<file path="src/rtl/dual_slope_ctrl.sv">
// Dual-slope ADC sequencer: fixed integrate on Vin, counted de-integrate on Vref until the comparator trips.
// Optional auto-zero phase before integration is enabled by defining DSC_AUTO_ZERO_EN.
module dual_slope_ctrl #(
    parameter int WIDTH       = 10,
    parameter int T_INT       = 1000,
    parameter int T_AZ        = 100,
    parameter int SYNC_STAGES = 2
) (
    input  logic             clk,
    input  logic             rst_s,
    input  logic             start,
    input  logic             cmp,
    output logic             sw_vin,
    output logic             sw_vref,
    output logic             sw_az,
    output logic             int_rst,
    output logic             busy,
    output logic             done,
    output logic [WIDTH-1:0] result,
    output logic             overrange
);

    localparam logic [WIDTH-1:0] INT_LAST = WIDTH'(T_INT - 1);
    localparam logic [WIDTH-1:0] CNT_ONE  = WIDTH'(1);
    localparam logic [WIDTH-1:0] CNT_FULL = '1;

`ifdef DSC_AUTO_ZERO_EN
    localparam logic [WIDTH-1:0] AZ_LAST = WIDTH'(T_AZ - 1);

    typedef enum logic [2:0] {
        S_IDLE  = 3'd0,
        S_AZ    = 3'd1,
        S_INTEG = 3'd2,
        S_DEINT = 3'd3,
        S_DONE  = 3'd4
    } state_t;
`else
    typedef enum logic [1:0] {
        S_IDLE  = 2'd0,
        S_INTEG = 2'd1,
        S_DEINT = 2'd2,
        S_DONE  = 2'd3
    } state_t;
`endif

    state_t                 state_q, state_d;
    logic [WIDTH-1:0]       cnt_q, cnt_d;
    logic [WIDTH-1:0]       result_q, result_d;
    logic                   overrange_q, overrange_d;
    logic                   sw_vin_q, sw_vin_d;
    logic                   sw_vref_q, sw_vref_d;
    logic                   int_rst_q, int_rst_d;
    logic                   busy_q, busy_d;
    logic                   done_q, done_d;
    logic [SYNC_STAGES-1:0] cmp_sync_q, cmp_sync_d;
    logic                   cmp_s;

    // The synchroniser delay is deliberately left in the count.
    assign cmp_s = cmp_sync_q[SYNC_STAGES-1];

    always_comb begin
        cmp_sync_d  = {cmp_sync_q[SYNC_STAGES-2:0], cmp};
        state_d     = state_q;
        cnt_d       = cnt_q;
        result_d    = result_q;
        overrange_d = overrange_q;

        case (state_q)
            S_IDLE: begin
                cnt_d = '0;
                if (start) begin
`ifdef DSC_AUTO_ZERO_EN
                    state_d = S_AZ;
`else
                    state_d = S_INTEG;
`endif
                end
            end
`ifdef DSC_AUTO_ZERO_EN
            S_AZ: begin
                if (cnt_q == AZ_LAST) begin
                    state_d = S_INTEG;
                    cnt_d   = '0;
                end else begin
                    cnt_d = cnt_q + CNT_ONE;
                end
            end
`endif
            S_INTEG: begin
                if (cnt_q == INT_LAST) begin
                    state_d = S_DEINT;
                    cnt_d   = '0;
                end else begin
                    cnt_d = cnt_q + CNT_ONE;
                end
            end
            S_DEINT: begin
                // A comparator trip wins over full scale on the same cycle.
                if (!cmp_s) begin
                    result_d    = cnt_q;
                    overrange_d = 1'b0;
                    state_d     = S_DONE;
                end else if (cnt_q == CNT_FULL) begin
                    result_d    = CNT_FULL;
                    overrange_d = 1'b1;
                    state_d     = S_DONE;
                end else begin
                    cnt_d = cnt_q + CNT_ONE;
                end
            end
            S_DONE: begin
                state_d = S_IDLE;
                cnt_d   = '0;
            end
            default: begin
                state_d = S_IDLE;
                cnt_d   = '0;
            end
        endcase

        // Outputs are decoded from the next state so every output is a flop.
        sw_vin_d  = (state_d == S_INTEG);
        sw_vref_d = (state_d == S_DEINT);
        int_rst_d = (state_d == S_IDLE) || (state_d == S_DONE);
        busy_d    = (state_d != S_IDLE);
        done_d    = (state_d == S_DONE);
    end

`ifdef DSC_AUTO_ZERO_EN
    logic sw_az_q, sw_az_d;

    always_comb begin
        sw_az_d = (state_d == S_AZ);
    end

    always_ff @(posedge clk or posedge rst_s) begin
        if (rst_s) begin
            sw_az_q <= 1'b0;
        end else begin
            sw_az_q <= sw_az_d;
        end
    end

    assign sw_az = sw_az_q;
`else
    assign sw_az = 1'b0;
`endif

    always_ff @(posedge clk or posedge rst_s) begin
        if (rst_s) begin
            state_q     <= S_IDLE;
            cnt_q       <= '0;
            result_q    <= '0;
            overrange_q <= 1'b0;
            sw_vin_q    <= 1'b0;
            sw_vref_q   <= 1'b0;
            int_rst_q   <= 1'b1;
            busy_q      <= 1'b0;
            done_q      <= 1'b0;
            cmp_sync_q  <= '0;
        end else begin
            state_q     <= state_d;
            cnt_q       <= cnt_d;
            result_q    <= result_d;
            overrange_q <= overrange_d;
            sw_vin_q    <= sw_vin_d;
            sw_vref_q   <= sw_vref_d;
            int_rst_q   <= int_rst_d;
            busy_q      <= busy_d;
            done_q      <= done_d;
            cmp_sync_q  <= cmp_sync_d;
        end
    end

    assign sw_vin    = sw_vin_q;
    assign sw_vref   = sw_vref_q;
    assign int_rst   = int_rst_q;
    assign busy      = busy_q;
    assign done      = done_q;
    assign result    = result_q;
    assign overrange = overrange_q;

endmodule

</file>
<file path="config.mk">
export PLATFORM = sky130hd
export DESIGN_NAME = dual_slope_ctrl
export DESIGN_NICKNAME = d
export VERILOG_FILES = /design/src/rtl/dual_slope_ctrl.sv
export SDC_FILE = /design/constraint.sdc
export NUM_CORES = 1
export LEC_CHECK = 0
export ABC_AREA = 1
export BUFFER_PORTS_ARGS = -buffer_cell sky130_fd_sc_hd__buf_2
export CAP_MARGIN = 20
export CORE_ASPECT_RATIO = 0.8
export CORE_MARGIN = 1.5
export CORE_UTILIZATION = 50
export CTS_CLUSTER_SIZE = 20
export DETAILED_ROUTE_END_ITERATION = 10
export GPL_TIMING_DRIVEN = 0
export PLACE_DENSITY = 0.74
export SKIP_LAST_GASP = 1
export SLEW_MARGIN = 20
export SYNTH_ARGS = -nofsm -noshare
export SYNTH_HDL_FRONTEND = slang
export SYNTH_SLANG_ARGS = --single-unit
</file>
<file path="constraint.sdc">
create_clock -name clk -period 1.6 [get_ports clk]
set_input_delay 0.48 -clock clk [delete_from_list [all_inputs] [get_ports clk]]
set_output_delay 0.48 -clock clk [all_outputs]
set_load 0.05 [all_outputs]
</file>
==> results of run 1 <==
worst max-delay path, cell delays in order, from the launching register on:
cell     delay, ns
dfrtp_1       0.41
ha_4          0.18
nand3_4       0.08
nor2_4        0.13
nand2_2       0.06
nand2_2       0.07
nand2_4       0.07
buf_8         0.13
nand3_1       0.06
ha_1          0.23
inv_1         0.06
cell type report:
| class | count | area (um^2) | share of cell area |
|---|---|---|---|
| Tap cell | 38 | 47.5 | 0.0268 |
| Clock buffer | 7 | 45.0 | 0.0254 |
| Timing Repair Buffer | 29 | 189 | 0.106 |
| Sequential cell | 30 | 752 | 0.423 |
| Buffer | 3 | 33.8 | 0.0190 |
| Inverter | 23 | 86.3 | 0.0486 |
| Multi-Input combinational cell | 109 | 623 | 0.351 |
cells in the mapped netlist, drive strengths merged:
library cell and n:
o21ai 13, ha 2, xor2 3, nor2 16, conb 1, nand2 57, nand4 3, or2 1
buf 3, dfstp 1, inv 23, xnor2 2, dfrtp 29, nand3 11
per-stage QoR:
step	total power (W)	setup TNS [ns]	instances	instance area [um^2]	utilization
2_1_floorplan	0.000797	0	165	1460	-
3_3_place_gp	0.000804	-0.114	222	1610	0.581
3_5_place_dp	0.000805	-0.173	222	1610	0.581
4_1_cts	0.00121	0	233	1690	0.610
5_1_grt	0.00124	-0.138	239	1780	0.643
6_report	0.00119	0	239	1780	0.643
worst max path at each step:
stage,start,endpoint,slack [ns]
finish,cnt_q[0]$_DFFE_PP0P_,int_rst$_DFF_PP1_,0.04
global route,cnt_q[0]$_DFFE_PP0P_,int_rst$_DFF_PP1_,-0.07
CTS,int_rst$_DFF_PP1_,int_rst,0.01
detailed placement,cnt_q[0]$_DFFE_PP0P_,int_rst$_DFF_PP1_,-0.14
global placement,cnt_q[0]$_DFFE_PP0P_,int_rst$_DFF_PP1_,-0.1
floorplan,cnt_q[0]$_DFFE_PP0P_,int_rst$_DFF_PP1_,0.06
power by group through the flow:
stage	sequential (W)	combinational [W]	clock, W
5_1_grt	0.000763	0.0000306	0.000450
2_1_floorplan	0.000777	0.0000198	0
6_report	0.000763	0.0000260	0.000401
3_5_place_dp	0.000778	0.0000274	0
3_3_place_gp	0.000778	0.0000267	0
4_1_cts	0.000763	0.0000274	0.000417
logic make-up after synthesis:
| logic type | count (synthesis) |
|---|---|
| AND/OR/NAND/NOR | 88 |
| flip-flops | 30 |
| buffers and inverters | 26 |
| AO/OA/AOI/OAI | 13 |
| XOR/XNOR | 5 |
| adder cells (fa/ha/maj) | 2 |
| other | 1 |
per-layer routing:
metal  share of wire  track usage  routed length, um  up-vias
met5               0            0                  0        -
met4           0.031        0.120                 87        0
met3           0.048       0.0463                137       10
met2            0.45        0.293               1270       29
met1            0.47        0.231               1330      533
li1                -            -                  -      578
placed cells by master, fill, tap and decap left out, types with 2 or more instances in the layout:
master    count
xor2_1        3
buf_2        18
inv_2         2
inv_1        21
nor2_1       13
nand3_1       8
buf_6         2
nand2_4       2
o21ai_2      13
clkbuf_4      6
nand3_2       2
buf_4         9
clkbuf_1      2
nand2_1      49
nand4_1       3
nor2_4        2
xnor2_1       2
dfrtp_1      29
nand2_2       6
sequential cells by signal, indices dropped and copies added (netlist names):
| register | cells |
|---|---|
| sw_vin | 1 |
| sw_vref | 1 |
| done | 1 |
| cmp_sync_q | 2 |
| result | 10 |
| cnt_q | 10 |
| overrange | 1 |
| int_rst | 1 |
| state_q | 2 |
| busy | 1 |
repair_timing:
| item | 4_1_cts | 5_1_grt |
|---|---|---|
| setup endpoints to repair | 2 | 13 |
| resized for setup | 2 | 6 |
| endpoints found under the hold margin | 0 | 0 |
| pin swaps | 0 | 4 |
| buffers inserted | 4 | 6 |
==> run metrics, run 1 <==
status finished, final reports clean; GP Congestion 0.839; DP Wirelength around 1900 um; Seq pwr share 0.641; post-synthesis sequential area ratio 0.514; final wirelength about 2800 um; Post-layout nets just over 200; worst hold slack roughly 0.21 ns; root buffer cell clkbuf_4; Reg2Reg Setup Slack ~0.036 ns; Antenna diodes 0; post-synth top area share 0.496; Max Buffers Root-to-Sink 2; Cells after Synth 165; internal power roughly 0.00093 W; initial drt markers a little under 50; Tmin final between 1.5 and 2 ns; Tot GR Track Use 0.186; Netlist cell types 20; first-pass GRT wire length 4530 um; Die Area roughly 3300 um^2; final period utilization 0.977; sw frac 0.219; Compound-Gate Fraction of Synth Area 0.0778; Slew headroom 0.598; Slew Viols, Final 0; Worst-path clk slew 0.09 ns; Initial Util 0.529; FF-to-FF path depth 10; syn nets between 150 and 200; Final Skew approximately 0.014 ns; R2R Path End int_rst$_DFF_PP1_; Required @ worst endpoint around 1.9 ns; DRT Pass-1 Iters 4; clk sinks 30; Hold/Removal Path Class input pin to async pin; combinational share of power 0.022; initial antenna violation count 0; total I/O pin count 21; final hold violations 0; Final Setup Violations 0; post-synthesis mux area share 0; simple-gate portion of the synthesized area 0.279; Pwr Density around 670 nW/um^2; Place WS -0.138 ns; Post-DRT Antenna Nets 0; die span in x about 63 um; number of global-route vias before repair between 1k and 1.5k; share of cells above drive strength 1 0.338; post-synthesis adder-cell area fraction 0.0171; DRC 0; largest net degree at the start of global routing 31; post-route setup slack about 0.036 ns; CP Max Fanout 3; port bufs 19; grt total ovfl 0; mean post-synth cell area 8.87 um^2; worst-margin pin slew about 0.60 ns; DIE HEIGHT between 50 and 60 um; TritonCTS Buffers 5; upper clock frequency limit ~640 MHz; Hold-fix buffers, CTS 0; Via Count between 1k and 1.5k; TritonCTS clock tree done; via density per instance a little under 5; main combinational cell family by area after synthesis simple AND/OR/NAND/NOR gates; Switch Pwr roughly 0.00026 W; WP data arrival ~1.8 ns; Setup CP Type register to register; Core ar. about 2800 um^2; wire length per cell between 10 and 15 um; clock network power share 0.337; Peak VDD IR ~0.59 mV; FILL cells 241; H-tree depth 2; Leak approximately 0.98 nW; Mapped Area roughly 1500 um^2; Setup crit end kind register; Max-cap violations 0; Synth Area in XOR/XNOR 0.0299; num rows 17; Clk Latency, worst-skew pair about 0.33 ns; #FFs+latches synth 30; r2r startpoint cnt_q[0]$_DFFE_PP0P_; synth top area cells dfrtp_1, nand2_1, o21ai_2; synth warn 0; kind of start point of the critical path register; P&R area growth vs syn 21.4%; leading area contributor after synthesis dfrtp_1
No activity file was read; power rests on OpenSTA's default activity.
==> run 2, diff against run 1 <==
- CORE_UTILIZATION: 50 -> 53
- CTS_BUF_LIST: unset -> sky130_fd_sc_hd__clkbuf_8
- PLACE_DENSITY: 0.74 -> 0.78
==> run metrics, run 2 (same netlist as run 1, synthesis figures left out) <==
WP data arrival 1.75 ns (-0.08 ns); grt total ovfl 0 (unchanged); worst hold slack 0.261 ns (+0.0480 ns); Leak 1.01 nW (+3.0%); Antenna diodes 0 (unchanged); Post-DRT Antenna Nets 0 (unchanged); wire length per cell 12.5 um (+5.6%); multi-input logic area 636 um^2 (+2.0%); upper clock frequency limit 632 MHz (-1.2%); total I/O pin count 21 (unchanged); placed insts 220 (-0.90%); number of global-route vias before repair 1099 (+2.9%); status finished, final reports clean; Hold/Removal Path Class input pin to async pin; post-route setup slack 0.0174 ns (-0.0190 ns); commonest non-fill, non-tap cell in the layout nand2_1; Tmin final 1.58 ns (+0.0190 ns); DIE HEIGHT 50.0 um (-2.7%); share of cells above drive strength 1 0.363 (+0.0244); final wirelength 3000 um (+6.1%); initial drt markers 35 (-29%); DRT Pass-1 Iters 4 (unchanged); worst-margin pin slew 0.608 ns (+0.00603 ns); Post-layout nets 209 (+0.97%); initial antenna violation count 0 (unchanged); Die Area 3090 um^2 (-5.4%); CP Max Fanout 10 (+7); Clk Latency, worst-skew pair 0.29 ns (-0.04 ns); largest net degree at the start of global routing 31 (unchanged); final period utilization 0.989 (+0.0119); Setup crit end kind register; Worst-path clk slew 0.06 ns (-0.03 ns); RSZ-0062 raised after global routing yes; Final Setup Violations 0 (unchanged); P&R area growth vs syn 25.2%; TritonCTS clock tree done; H-tree depth 2 (unchanged); Register Area 753 um^2 (+0.17%); root buffer cell clkbuf_8; Max-cap violations 0 (unchanged); first-pass GRT wire length 4780 um (+5.6%); Tot GR Track Use 0.218 (+0.0320); Hold-fix buffers, CTS 0 (unchanged); Peak VDD IR 0.646 mV (+9.4%); most frequent cells in the layout nand2_1, dfrtp_1, inv_1; Setup CP Type register to register; Initial Util 0.576 (+0.0464); Required @ worst endpoint 1.77 ns (-0.10 ns); port bufs 19 (unchanged); Via Count 1186 (+3.1%); kind of start point of the critical path register; Pwr Density 759 nW/um^2 (+13%); FILL cells 193 (-20%); final hold violations 0 (unchanged); die span in x 61.8 um (-2.7%); Max Buffers Root-to-Sink 2 (unchanged); GP Congestion 0.857 (+2.1%); DP Wirelength 1890 um (+1.1%); Place WS -0.126 ns (+0.0122 ns); Slew Viols, Final 0 (unchanged); via density per instance 4.94 (+2.7%); Final Skew 0.00714 ns (-0.00662 ns); num rows 16 (-1); clk sinks 30 (unchanged); final cell count without fillers 240 (+0.42%); TritonCTS Buffers 5 (unchanged); Slew headroom 0.594 (-0.00403); DRC 0 (unchanged); Core ar. 2540 um^2 (-8.1%)
==> run 2: area by class of cell <==
type / count / share of cell area
buffer: 3 / 0.0184
clock buffer: 6 / 0.0451
clock inverter: 2 / 0.00410
inverter: 23 / 0.0471
multi-input combinational: 109 / 0.347
sequential: 30 / 0.411
tap: 36 / 0.0246
timing repair buffer: 31 / 0.103
==> run 2: metal layers <==
layer  up-vias  GRT usage  wire, um
met5         -          0         0
met4         0     0.0709        40
met3         5     0.0945       179
met2        28      0.323      1440
met1       573      0.285      1340
li1        580          -         -
==> run 2: final timing paths <==
check	cells past startpoint	slack [ns]	to	startpoint
min reg2reg	0	0.35	cmp_sync_q[1]$_DFF_PP0_	cmp_sync_q[0]$_DFF_PP0_
max in group asynchronous	2	0.90	cnt_q[6]$_DFFE_PP0P_	rst_s
max	10	0.02	result[1]$_DFFE_PP0P_	cnt_q[0]$_DFFE_PP0P_
min	2	0.26	busy$_DFF_PP0_	rst_s
max reg2reg	10	0.02	result[1]$_DFFE_PP0P_	cnt_q[0]$_DFFE_PP0P_
min in group clk	1	0.30	cmp_sync_q[0]$_DFF_PP0_	cmp
==> run 2: critical path, stage by stage (launching register included) <==
cell and delay [ns]:
dfrtp_1 0.40, ha_4 0.17, nand3_4 0.09, nor2_4 0.12
nand2_2 0.08, nand2_2 0.09, nand2_4 0.08, buf_4 0.16
buf_6 0.15, nand2_4 0.06, nand3_2 0.06
==> run 2: through the flow <==
step	cell area (um^2)	power (W)	utilization	TNS [ns]
detailed placement	1600	0.000805	0.631	-0.166
global route	1830	0.00145	0.721	-0.165
finish	1830	0.00139	0.721	0
CTS	1750	0.00141	0.688	0
floorplan	1460	0.000797	-	0
global placement	1600	0.000804	0.631	-0.101
==> run 2: where the power goes <==
part	switching (W)	internal, W	total, W
registers	0.00000267	0.000762	0.000764
clock network	0.000264	0.000337	0.000601
logic	0.0000213	0.00000505	0.0000264
==> run 2: timing repair <==
action	CTS	global route
setup buffers	4	8
resized for setup	4	7
endpoints found under the setup margin	2	20
pin swaps	2	5
==> run 3, diff against run 2 <==
- CORE_UTILIZATION: 53 -> 42
- PLACE_DENSITY: 0.78 -> 0.64
==> run metrics, run 3 (same netlist as run 1, synthesis figures left out) <==
worst-margin pin slew 0.651 ns (+0.0433 ns); Tot GR Track Use 0.162 (-0.0556); TritonCTS Buffers 5 (unchanged); DP Area 1640 um^2 (+2.0%); Clk Latency, worst-skew pair 0.28 ns (about the same); Pwr Density 834 nW/um^2 (+9.9%); P&R area growth vs syn 25.8%; r2r startpoint cnt_q[1]$_DFFE_PP0P_; Final Setup Violations 0 (unchanged); Via Count 1104 (-6.9%); Post-DRT Antenna Nets 0 (unchanged); Setup CP Type register to register; FILL cells 306 (+59%); final wirelength 2800 um (-6.5%); via density per instance 4.62 (-6.5%); Tmin final 1.53 ns (-0.0554 ns); most frequent cells in the layout nand2_1, dfrtp_1, inv_1; Register Area 752 um^2 (-0.17%); CP Max Fanout 10 (unchanged); Slew headroom 0.565 (-0.0288); DRC 0 (unchanged); Worst Setup SP cnt_q[1]$_DFFE_PP0P_; final period utilization 0.954 (-0.0346); total power 0.00154 W (+10%); crit-path cells ha_4 > nand3_4 > nor2_4 > nand2_2 > nand2_2 > nand2_4 > buf_4 > buf_6 > nand2_4 > nand3_2; Slew Viols, Final 0 (unchanged); Antenna diodes 0 (unchanged); die span in x 69.0 um (+12%); initial drt markers 44 (+26%); H-tree depth 2 (unchanged); root buffer cell clkbuf_8; Post-layout nets 204 (-2.4%); num rows 18 (+2); GP Congestion 0.785 (-8.4%); Worst-path clk slew 0.06 ns (about the same); worst hold slack 0.278 ns (+0.0172 ns); Required @ worst endpoint 1.76 ns (about the same); DIE HEIGHT 55.8 um (+12%); port bufs 19 (unchanged); CP max stage delay 0.42 ns (+0.02 ns); Finished Cell Area 1840 um^2 (+0.48%); setup TNS 0 ns (unchanged); status finished, final reports clean; largest net degree at the start of global routing 17 (-45%); multi-input logic area 638 um^2 (+0.39%); share of cells above drive strength 1 0.342 (-0.0210); wire length per cell 11.7 um (-6.1%); WP data arrival 1.69 ns (-0.06 ns); Leak 1.01 nW (-0.57%); total I/O pin count 21 (unchanged); grt total ovfl 0 (unchanged); clk sinks 30 (unchanged); Hold/Removal Path Class input pin to async pin; Setup crit end kind register; Place WS -0.108 ns (+0.0182 ns); DRT Pass-1 Iters 4 (unchanged); Max-cap violations 0 (unchanged); commonest non-fill, non-tap cell in the layout nand2_1; initial antenna violation count 0 (unchanged); first-pass GRT wire length 4810 um (+0.59%); Hold-fix buffers, CTS 0 (unchanged); Core ar. 3200 um^2 (+26%); post-route setup slack 0.0729 ns (+0.0554 ns); Peak VDD IR 0.641 mV (-0.83%); TritonCTS clock tree done; Final Skew 0.00470 ns (-0.00243 ns); Max Buffers Root-to-Sink 2 (unchanged); Die Area 3850 um^2 (+25%); kind of start point of the critical path register; final hold violations 0 (unchanged); upper clock frequency limit 655 MHz (+3.6%); CP max stage cell dfrtp_1; number of global-route vias before repair 1031 (-6.2%); DP Wirelength 1990 um (+5.4%); Initial Util 0.458 (-0.118)
run 3: cell types whose count changed in the layout (fill, tap and decap cells not counted), sizes merged:
cell,previous run,this run
clkbuf,6,5
bufinv,0,1
clkinv,0,2
inv,25,23
buf,34,29
run 3: what timing repair did:
item	CTS	global route
buffers inserted	3	3
hold endpoints to repair	0	0
pin swaps	1	2
gates resized for setup	3	7
setup endpoints to repair	2	18
gates cloned	0	0
run 3: area by class of cell:
cell class	count	area share
sequential	30	0.408
multi-input combinational	109	0.346
timing repair buffer	26	0.0910
inverter	23	0.0469
clock buffer	5	0.0374
tap	40	0.0272
clock inverter	3	0.0217
buffer	3	0.0211
run 3: report_power, final:
part	internal, W	leakage, nW	total [W]	switching, W
Combinational	0.0000117	0.568	0.0000345	0.0000228
Sequential	0.000761	0.381	0.000764	0.00000262
Clock	0.000457	0.0579	0.000738	0.000281
run 3: layer usage:
layer	GRT usage	share of wire	up-vias	wire (um)
met5	0	0	-	0
met4	0.0588	0.0036	0	10
met3	0.0725	0.054	2	152
met2	0.229	0.45	24	1260
met1	0.219	0.49	505	1380
li1	-	-	573	-
run 3: metrics by stage:
step / std cells / utilization
5_1_grt: 239 / 0.576
2_1_floorplan: 165 / -
6_report: 239 / 0.576
3_5_place_dp: 225 / 0.512
3_3_place_gp: 224 / 0.503
4_1_cts: 236 / 0.556
run 3: critical path: cells and delay by family (launching register included):
family | cells | cell delay, ns
simple gates | 7 | 0.49
fa+ha+maj | 1 | 0.18
buf+inv | 2 | 0.31
flops | 1 | 0.42
run 3: worst paths after layout:
path,end,slack [ns],depth (start not counted)
setup reg to reg,result[1]$_DFFE_PP0P_,0.07,10
max in group asynchronous,result[2]$_DFFE_PP0P_,0.82,3
hold reg to reg,cmp_sync_q[1]$_DFF_PP0_,0.35,0
min in group clk,cmp_sync_q[0]$_DFF_PP0_,0.30,1
setup / recovery,result[1]$_DFFE_PP0P_,0.07,10
hold / removal,result[8]$_DFFE_PP0P_,0.28,2
